$ cat src/rtl/aes_pkg.sv
// AES shared types and GF(2^8) helpers (poly 0x11B), used by the
// decrypt-side InvMixColumns engine and the encrypt-side Mult2/Mult3 users.
package aes_pkg;

   typedef logic [0:127] state_t;
   typedef logic [0:31]  col_t;
   typedef logic [7:0]   byte_t;

   typedef enum logic [1:0] {
      IMC_IDLE,
      IMC_BUSY,
      IMC_DONE
   } imc_state_e;

   localparam byte_t GF_POLY = 8'h1b;

   function automatic byte_t xtime(input byte_t b);
      return {b[6:0], 1'b0} ^ (b[7] ? GF_POLY : 8'h00);
   endfunction

   function automatic byte_t gmul9(input byte_t a);
      byte_t x2, x4, x8;
      x2 = xtime(a);
      x4 = xtime(x2);
      x8 = xtime(x4);
      return x8 ^ a;
   endfunction

   function automatic byte_t gmul11(input byte_t a);
      byte_t x2, x4, x8;
      x2 = xtime(a);
      x4 = xtime(x2);
      x8 = xtime(x4);
      return x8 ^ x2 ^ a;
   endfunction

   function automatic byte_t gmul13(input byte_t a);
      byte_t x2, x4, x8;
      x2 = xtime(a);
      x4 = xtime(x2);
      x8 = xtime(x4);
      return x8 ^ x4 ^ a;
   endfunction

   function automatic byte_t gmul14(input byte_t a);
      byte_t x2, x4, x8;
      x2 = xtime(a);
      x4 = xtime(x2);
      x8 = xtime(x4);
      return x8 ^ x4 ^ x2;
   endfunction

endpackage

$ cat src/rtl/inv_mix_column_comb.sv
// Combinational InvMixColumns of one 32-bit column.
// Ports: i_col column in (byte 0 at MSB), o_col transformed column.
module inv_mix_column_comb
   import aes_pkg::*;
(
   input  logic [0:31] i_col,
   output logic [0:31] o_col
);

   byte_t w_a0, w_a1, w_a2, w_a3;

   assign w_a0 = i_col[0:7];
   assign w_a1 = i_col[8:15];
   assign w_a2 = i_col[16:23];
   assign w_a3 = i_col[24:31];

   assign o_col = {
      gmul14(w_a0) ^ gmul11(w_a1) ^ gmul13(w_a2) ^ gmul9(w_a3),
      gmul9(w_a0)  ^ gmul14(w_a1) ^ gmul11(w_a2) ^ gmul13(w_a3),
      gmul13(w_a0) ^ gmul9(w_a1)  ^ gmul14(w_a2) ^ gmul11(w_a3),
      gmul11(w_a0) ^ gmul13(w_a1) ^ gmul9(w_a2)  ^ gmul14(w_a3)
   };

endmodule

$ cat src/rtl/inv_mix_columns_iter.sv
// Iterative AES InvMixColumns, COLS_PER_CYCLE (1/2/4) columns per clock.
// Ports: clk, rst (async high), in_valid/in_ready/in_state,
// out_valid/out_ready/out_state. INV_MIX_BYPASS_EN adds bypass input.
module inv_mix_columns_iter
   import aes_pkg::*;
#(
   parameter int COLS_PER_CYCLE = 1
)
(
   input  logic         clk,
   input  logic         rst,
   input  logic         in_valid,
   output logic         in_ready,
   input  logic [0:127] in_state,
`ifdef INV_MIX_BYPASS_EN
   input  logic         bypass,
`endif
   output logic         out_valid,
   input  logic         out_ready,
   output logic [0:127] out_state
);

   if (COLS_PER_CYCLE != 1 && COLS_PER_CYCLE != 2 &&
       COLS_PER_CYCLE != 4) begin : g_bad_cols
      $error("COLS_PER_CYCLE must be 1, 2 or 4");
   end

   imc_state_e r_state;
   imc_state_e w_state_nxt;
   state_t     r_work;
   logic [1:0] r_col_cnt;
   logic       w_load;
   logic       w_step;
   logic       w_last;
`ifdef INV_MIX_BYPASS_EN
   logic       r_bypass;
`endif

   logic [1:0]  w_idx     [COLS_PER_CYCLE];
   logic [0:31] w_col_in  [COLS_PER_CYCLE];
   logic [0:31] w_col_out [COLS_PER_CYCLE];
   logic [0:31] w_col_res [COLS_PER_CYCLE];

   // Last step is the one whose column group ends at column 3.
   assign w_last = (r_col_cnt == 2'(4 - COLS_PER_CYCLE));

   for (genvar k = 0; k < COLS_PER_CYCLE; k++) begin : g_col
      assign w_idx[k]    = r_col_cnt + 2'(k);
      assign w_col_in[k] = r_work[{w_idx[k], 5'b0} +: 32];
      inv_mix_column_comb u_col (
         .i_col (w_col_in[k]),
         .o_col (w_col_out[k])
      );
`ifdef INV_MIX_BYPASS_EN
      assign w_col_res[k] = r_bypass ? w_col_in[k] : w_col_out[k];
`else
      assign w_col_res[k] = w_col_out[k];
`endif
   end

   always_ff @(posedge clk or posedge rst) begin
      if (rst) begin
         r_state <= IMC_IDLE;
      end else begin
         r_state <= w_state_nxt;
      end
   end

   always_comb begin
      w_state_nxt = r_state;
      unique case (r_state)
         IMC_IDLE: if (in_valid) w_state_nxt = IMC_BUSY;
         IMC_BUSY: if (w_last) w_state_nxt = IMC_DONE;
         IMC_DONE: begin
            if (out_ready) begin
               w_state_nxt = in_valid ? IMC_BUSY : IMC_IDLE;
            end
         end
         default: w_state_nxt = IMC_IDLE;
      endcase
   end

   always_comb begin
      in_ready  = 1'b0;
      out_valid = 1'b0;
      w_step    = 1'b0;
      unique case (r_state)
         IMC_IDLE: in_ready = ~rst;
         IMC_BUSY: w_step = 1'b1;
         IMC_DONE: begin
            out_valid = 1'b1;
            in_ready  = out_ready;
         end
         default: in_ready = 1'b0;
      endcase
      w_load = in_valid & in_ready;
   end

   always_ff @(posedge clk or posedge rst) begin
      if (rst) begin
         r_work    <= '0;
         r_col_cnt <= '0;
`ifdef INV_MIX_BYPASS_EN
         r_bypass  <= 1'b0;
`endif
      end else if (w_load) begin
         r_work    <= in_state;
         r_col_cnt <= '0;
`ifdef INV_MIX_BYPASS_EN
         r_bypass  <= bypass;
`endif
      end else if (w_step) begin
         for (int k = 0; k < COLS_PER_CYCLE; k++) begin
            r_work[{w_idx[k], 5'b0} +: 32] <= w_col_res[k];
         end
         r_col_cnt <= r_col_cnt + 2'(COLS_PER_CYCLE);
      end
   end

   assign out_state = r_work;

endmodule
$ cat config.mk
export PLATFORM = sky130hd
export DESIGN_NAME = inv_mix_columns_iter
export DESIGN_NICKNAME = d
export VERILOG_FILES = /design/src/rtl/aes_pkg.sv /design/src/rtl/inv_mix_column_comb.sv /design/src/rtl/inv_mix_columns_iter.sv
export SDC_FILE = /design/constraint.sdc
export NUM_CORES = 1
export LEC_CHECK = 0
export CORE_MARGIN = 2
export CORE_UTILIZATION = 50
export CTS_BUF_LIST = sky130_fd_sc_hd__clkbuf_16
export DETAILED_ROUTE_END_ITERATION = 16
export GPL_TIMING_DRIVEN = 0
export PLACE_DENSITY = 0.83
export SYNTH_ARGS = -nofsm -noshare
export SYNTH_HDL_FRONTEND = slang
export SYNTH_HIERARCHICAL = 1
export SYNTH_SLANG_ARGS = --single-unit
$ cat constraint.sdc
create_clock -name clk -period 6.3 [get_ports clk]
set_input_delay 1.89 -clock clk [delete_from_list [all_inputs] [get_ports clk]]
set_output_delay 1.89 -clock clk [all_outputs]
set_load 0.01 [all_outputs]
==> impl_metrics.json, run 1 <==
{
  "outcome": "finished clean",
  "critical-path-top-cell-by-count": "sky130_fd_sc_hd__clkdlybuf4s50_1",
  "cp_slowest_cell": "sky130_fd_sc_hd__clkdlybuf4s50_1",
  "max-clock-path-buffers": 2,
  "max-slew-margin-rel": 0.3849,
  "antenna_found_initial": 1,
  "critical_path_required_ns": 4.41,
  "firstDrtPassIters": 5,
  "chipWidth_um": 144.3,
  "placed_cell_area_um2": 12810,
  "crit_chain": "clkdlybuf4s50_1, nand2b_1, buf_4, and3b_1, clkdlybuf4s50_1",
  "detailedPlacementHpwl_mm": 27.00,
  "antenna-diode-count": 0,
  "path_delay_family": "buffers and inverters",
  "fill_cells": 1465,
  "regToRegSetupSlack_ns": 1.58,
  "hold_path_startpoint": "out_state[24]",
  "clkSinkCount": 132,
  "ys_seq_area_frac": 0.3357,
  "htree_levels": 4,
  "via_count_of_the_first_global_routing_pass": 8575,
  "hold_class": "register to register",
  "place.detailed.instances": 1285,
  "critical_path.max_fanout": 8,
  "fin_cells": 1317,
  "maxSlewViolCount": 0,
  "max_slew.worst_pin.slew_ns": 0.9226,
  "timing.fmax_mhz": 192.9,
  "total_die_area_um2": 20810,
  "largest_family_of_logic_cells_by_synthesized_area": "XOR/XNOR gates",
  "cp-endpoint": "in_ready",
  "final_nets": 1175,
  "setup.worst_path.start_class": "input pin",
  "clock_slew_at_reported_path_ffs_ns": 0.06,
  "clock_latency_ns": 0.43,
  "multiInputGateArea_um2": 6048,
  "period_share": 0.8230,
  "cp-end-kind": "output pin",
  "post_cts.repair.setup_buffers": 0,
  "fraction_of_the_core_area_covered_by_cells_at_the_end_of_the_flow": 0.6943,
  "synth_xor_xnor_area_share": 0.2198,
  "grt_start_max_net_pins": 69,
  "timing.reg2reg.worst_path_depth": 11,
  "synthesis.area_um2": 9838,
  "simple_gate_area_share_of_the_yosys_netlist": 0.04439,
  "yosysWarnings": 6,
  "grt.overflow.total": 0,
  "critical_path_cell_count": 5,
  "drcViolationCount": 0,
  "grtUsageTotal": 0.3519,
  "tritoncts": "done",
  "totalWireLength_mm": 36.15,
  "critPathMaxStageDelay_ns": 0.53,
  "final-seq-area_um2": 3303,
  "clock_tree.root_cell": "sky130_fd_sc_hd__clkbuf_16",
  "design.core.area_um2": 19400,
  "grt_first_pass_wirelength_mm": 53.09,
  "initial_utilization": 0.5072,
  "path_class": "input pin to output pin",
  "area.growth.synth_to_final_pct": 36.89,
  "synth-adder-area-share": 0.005087,
  "worstSetupStartpoint": "out_ready",
  "initialDrtViolationCount": 782,
  "yosys_register_bits": 132,
  "post_synth_mux_area_share": 0.2097,
  "syn_area_per_cell_um2": 12.98,
  "critical_r2r_capture": "out_state[76]",
  "cts_inserted_buffers": 17,
  "std_cell_rows": 51,
  "finish.instance_area_um2": 13470,
  "worst-path-buf-inv": 3,
  "pin_count": 262,
  "drv_cap": 0,
  "synth_compound_area_frac": 0.1358,
  "hold_violations": 0,
  "antenna_left": 0,
  "vias": 8357,
  "fin_skew_ns": 0.01117,
  "postCtsResizedCells": 0,
  "detail_route.vias_per_cell": 6.345,
  "unrepaired_setup_endpoints_after_global_routing": "false",
  "portBuffers": 261,
  "setup_viol": 0,
  "postSynthCellCount": 758,
  "reg_to_reg_startpoint": "r_col_cnt[1]",
  "layout-drive-gt1-share": 0.2072,
  "average_wire_per_standard_cell_um": 27.45,
  "gp_congestion": 1.011,
  "chipHeight_um": 144.3,
  "synth.net_count": 894,
  "critical_path_arrival_ns": 3.30,
  "post_cts_hold_buffer_count": 0,
  "period_minus_slack_ns": 5.185,
  "fin_setup_tns_ns": 0,
  "netlist-cell-type-count": 36
}
==> per-layer routing <==
layer	share of wire	up-vias	GRT usage
met1	0.39	4233	0.4660
met5	0	-	0
met4	0.025	0	0.1308
met3	0.10	80	0.07781
met2	0.48	590	0.5704
li1	-	3454	-
==> flip-flops by register name, summed over array words and instances (netlist names) <==
signal and flops:
r_col_cnt 2, out_state 128, r_state 2
==> layout by cell type (no fill, tap or decap), types with 4 or more instances in the layout <==
cell type and count:
sky130_fd_sc_hd__buf_6 11, sky130_fd_sc_hd__ha_1 4, sky130_fd_sc_hd__inv_6 4, sky130_fd_sc_hd__clkdlybuf4s50_1 261, sky130_fd_sc_hd__a32o_1 91, sky130_fd_sc_hd__mux2_2 25
sky130_fd_sc_hd__clkbuf_16 17, sky130_fd_sc_hd__buf_2 35, sky130_fd_sc_hd__a32oi_1 12, sky130_fd_sc_hd__clkbuf_1 37, sky130_fd_sc_hd__xor3_1 4, sky130_fd_sc_hd__nand3b_1 4
sky130_fd_sc_hd__xor2_1 35, sky130_fd_sc_hd__and2_1 10, sky130_fd_sc_hd__nand4_1 12, sky130_fd_sc_hd__xnor2_1 126, sky130_fd_sc_hd__bufinv_16 5, sky130_fd_sc_hd__a221o_1 23
sky130_fd_sc_hd__o21ai_0 13, sky130_fd_sc_hd__dfrtp_1 132, sky130_fd_sc_hd__and3b_1 4, sky130_fd_sc_hd__mux2_4 70, sky130_fd_sc_hd__mux4_2 32, sky130_fd_sc_hd__inv_1 4
sky130_fd_sc_hd__and3_1 26, sky130_fd_sc_hd__xnor3_1 27
==> cells in the mapped netlist <==
cell type / n / area, um^2
sky130_fd_sc_hd__and3_1: 26 / 162.7
sky130_fd_sc_hd__nor2b_4: 1 / 13.76
sky130_fd_sc_hd__a32oi_2: 1 / 16.27
sky130_fd_sc_hd__a32o_1: 91 / 910.9
sky130_fd_sc_hd__buf_2: 35 / 175.2
sky130_fd_sc_hd__nor2b_1: 1 / 6.260
sky130_fd_sc_hd__a22o_1: 1 / 8.760
sky130_fd_sc_hd__nor2_1: 2 / 7.510
sky130_fd_sc_hd__nand3b_1: 4 / 30.03
sky130_fd_sc_hd__xnor3_1: 27 / 608.1
sky130_fd_sc_hd__nand4_1: 12 / 75.07
sky130_fd_sc_hd__nand2b_2: 1 / 8.760
sky130_fd_sc_hd__xor2_1: 35 / 306.5
sky130_fd_sc_hd__dfrtp_1: 132 / 3303
sky130_fd_sc_hd__mux2i_1: 1 / 10.01
sky130_fd_sc_hd__buf_4: 3 / 22.52
sky130_fd_sc_hd__xor3_1: 4 / 95.09
sky130_fd_sc_hd__a32oi_1: 12 / 105.1
sky130_fd_sc_hd__xnor2_2: 1 / 16.27
sky130_fd_sc_hd__o21ai_0: 13 / 65.06
sky130_fd_sc_hd__xor2_2: 2 / 32.53
sky130_fd_sc_hd__mux2_2: 25 / 281.5
sky130_fd_sc_hd__mux4_2: 32 / 720.7
sky130_fd_sc_hd__mux2_4: 70 / 1051
sky130_fd_sc_hd__ha_1: 4 / 50.05
sky130_fd_sc_hd__inv_1: 5 / 18.77
sky130_fd_sc_hd__nor3b_2: 1 / 12.51
sky130_fd_sc_hd__xnor2_1: 126 / 1104
sky130_fd_sc_hd__buf_1: 2 / 7.510
sky130_fd_sc_hd__a221o_1: 23 / 230.2
sky130_fd_sc_hd__nand3_2: 1 / 10.01
sky130_fd_sc_hd__buf_6: 11 / 123.9
sky130_fd_sc_hd__and2_1: 10 / 62.56
sky130_fd_sc_hd__nand2b_1: 2 / 12.51
sky130_fd_sc_hd__clkbuf_1: 37 / 138.9
sky130_fd_sc_hd__and3b_1: 4 / 35.03
==> through the flow <==
step | setup slack, ns | hold slack [ns]
finish | 1.115 | 0.5359
global placement | -1.137 | 0.5169
CTS | 1.112 | 0.5376
floorplan | 0.8840 | 0.5605
global route | 1.063 | 0.5598
detailed placement | 1.118 | 0.5242
==> kinds of logic (layout without fill, tap and decap cells) <==
logic type	Yosys count	in the layout
AND/OR/NAND/NOR	65	65
XOR/XNOR	195	195
buffers and inverters	93	387
multiplexers	128	128
flip-flops	132	132
adder cells (fa/ha/maj)	4	4
AO/OA/AOI/OAI	141	141
==> worst min-delay path by stage <==
stage,cells past startpoint,slack (ns),endpoint
after detailed placement,1,0.52,out_state[20]
final,1,0.54,out_state[24]
after global placement,1,0.52,out_state[26]
after CTS,1,0.54,out_state[20]
after global routing,1,0.56,out_state[13]
after floorplan,1,0.56,out_state[0]
==> layout make-up <==
class,count,area share
Multi-Input combinational cell,533,0.4491
Sequential cell,132,0.2453
Timing Repair Buffer,262,0.1960
Buffer,88,0.03475
Clock buffer,17,0.03159
Tap cell,265,0.02462
Clock inverter,15,0.01691
Inverter,5,0.001765
Power of run 1 is left out: the tool's default activity adds up to more than one toggle a clock period on the data nets, which glitch-free logic cannot reach.
==> run 2, diff against run 1 <==
==> constraint.sdc (replaced) <==
create_clock -name clk -period 5 [get_ports clk]
set_input_delay 1.5 -clock clk [delete_from_list [all_inputs] [get_ports clk]]
set_output_delay 1.5 -clock clk [all_outputs]
set_load 0.01 [all_outputs]
==> run 2 against run 1 <==
Final area is 0.29% lower; clock-buffer cell count stayed put; cell count is 0.15% higher; register-to-register slack worse by 1.3 ns; hold slack hardly changed; clock skew hardly changed; sequential cell count stayed put; sequential share of layout area is 0.071 points higher; via count is 0.22% higher; routed wire length is 2.3% higher; first-iteration DRC count is 1.8% lower; setup slack worse by 0.79 ns; critical path type is now register to register; highest routed layer unchanged.
==> impl_metrics.json, run 2 (synthesis results as in run 1) <==
{
  "cts_inserted_buffers": 17,
  "layout-drive-gt1-share": 0.2078,
  "finish.instance_area_um2": 13430,
  "post_cts_hold_buffer_count": 0,
  "critPathMaxStageDelay_ns": 0.76,
  "placed_cell_area_um2": 12850,
  "max_slew.worst_pin.slew_ns": 0.9097,
  "initial_utilization": 0.5072,
  "std_cell_rows": 51,
  "hold_class": "register to register",
  "drcViolationCount": 0,
  "timing.fmax_mhz": 213.9,
  "period_minus_slack_ns": 4.675,
  "hold_violations": 0,
  "antenna_left": 0,
  "portBuffers": 261,
  "vias": 8375,
  "unrepaired_setup_endpoints_after_global_routing": "false",
  "regToRegSetupSlack_ns": 0.32,
  "final_common_cell": "sky130_fd_sc_hd__clkdlybuf4s50_1",
  "hold_path_startpoint": "out_state[27]",
  "via_count_of_the_first_global_routing_pass": 8684,
  "fraction_of_the_core_area_covered_by_cells_at_the_end_of_the_flow": 0.6923,
  "maxSlewViolCount": 0,
  "crit_chain": "buf_2, buf_2, mux4_2, buf_2, xnor2_1, xnor3_1, xnor2_1, xnor2_1, and2_1, a32o_1, mux2_4",
  "initialDrtViolationCount": 768,
  "worst_hold_path.endpoint": "out_state[27]",
  "max-clock-path-buffers": 2,
  "largest_register_ff_count": 128,
  "critical_path_arrival_ns": 4.99,
  "fin_setup_tns_ns": 0,
  "critical_path_cell_count": 11,
  "total_die_area_um2": 20810,
  "outcome": "finished clean",
  "fin_cells": 1319,
  "worstHoldPathCells": 1,
  "pin_count": 262,
  "clkSinkCount": 132,
  "design.core.area_um2": 19400,
  "clock_latency_ns": 0.43,
  "setup_viol": 0,
  "grt.overflow.total": 0,
  "max-slew-margin-rel": 0.3892,
  "drv_cap": 0,
  "fin_skew_ns": 0.01115,
  "grt_first_pass_wirelength_mm": 53.94,
  "postCtsResizedCells": 0,
  "setup.worst_path.start_class": "register",
  "cp_slowest_cell": "sky130_fd_sc_hd__xnor2_1",
  "chipWidth_um": 144.3,
  "antenna-diode-count": 0,
  "reg_to_reg_startpoint": "r_col_cnt[0]",
  "htree_levels": 4,
  "grtUsageTotal": 0.3581,
  "worst-path-buf-inv": 3,
  "grt_start_max_net_pins": 42,
  "area.growth.synth_to_final_pct": 36.50,
  "totalWireLength_mm": 36.97,
  "path_delay_family": "XOR/XNOR gates",
  "post_cts.repair.setup_buffers": 0,
  "final_nets": 1177,
  "detail_route.vias_per_cell": 6.350,
  "tritoncts": "done",
  "path_class": "register to register",
  "period_share": 0.9351,
  "detailedPlacementHpwl_mm": 27.68,
  "average_wire_per_standard_cell_um": 28.03,
  "timing.reg2reg.worst_path_depth": 11,
  "firstDrtPassIters": 5,
  "clock_slew_at_reported_path_ffs_ns": 0.07,
  "cp-end-kind": "register",
  "chipHeight_um": 144.3,
  "critical_path.max_fanout": 10,
  "worstSetupStartpoint": "r_col_cnt[0]",
  "clock_tree.root_cell": "sky130_fd_sc_hd__clkbuf_16",
  "layout.cells.most_common_list": "sky130_fd_sc_hd__clkdlybuf4s50_1, sky130_fd_sc_hd__dfrtp_1, sky130_fd_sc_hd__xnor2_1",
  "antenna_found_initial": 0,
  "gp_congestion": 0.9519,
  "critical_path_required_ns": 5.31,
  "place.detailed.instances": 1287,
  "critical_r2r_capture": "out_state[74]"
}
-- run 2: per-stage QoR --
step	worst slack [ns]	hold WS, ns
2_1_floorplan	1.314	0.5605
3_3_place_gp	0.3027	0.5177
3_5_place_dp	0.3904	0.5232
4_1_cts	0.4079	0.5363
5_1_grt	0.2312	0.5592
6_report	0.3246	0.5362
-- run 2: cell type report --
| class | instances | area [um^2] |
|---|---|---|
| sequential | 132 | 3303 |
| clock inverter | 15 | 157.7 |
| buffer | 88 | 467.9 |
| multi-input combinational | 533 | 6048 |
| fill | 1466 | 5969 |
| tap | 265 | 331.6 |
| clock buffer | 17 | 425.4 |
| timing repair buffer | 264 | 2673 |
| inverter | 5 | 22.52 |
-- run 2: metal layers --
metal  vias to the layer above  routed length (um)  GRT usage
met5                         -                   0          0
met4                         0                1302     0.1482
met3                        98                3877    0.08808
met2                       619               17240     0.5704
met1                      4184               14550     0.4707
li1                       3474                   -          -
-- run 2: how the worst max path moves through the flow --
| stage | to |
|---|---|
| final | out_state[74] |
| after global routing | out_state[74] |
| after CTS | out_state[74] |
| after detailed placement | out_state[74] |
| after global placement | out_state[74] |
| after floorplan | out_state[67] |
Power of run 2 is left out for the same reason.
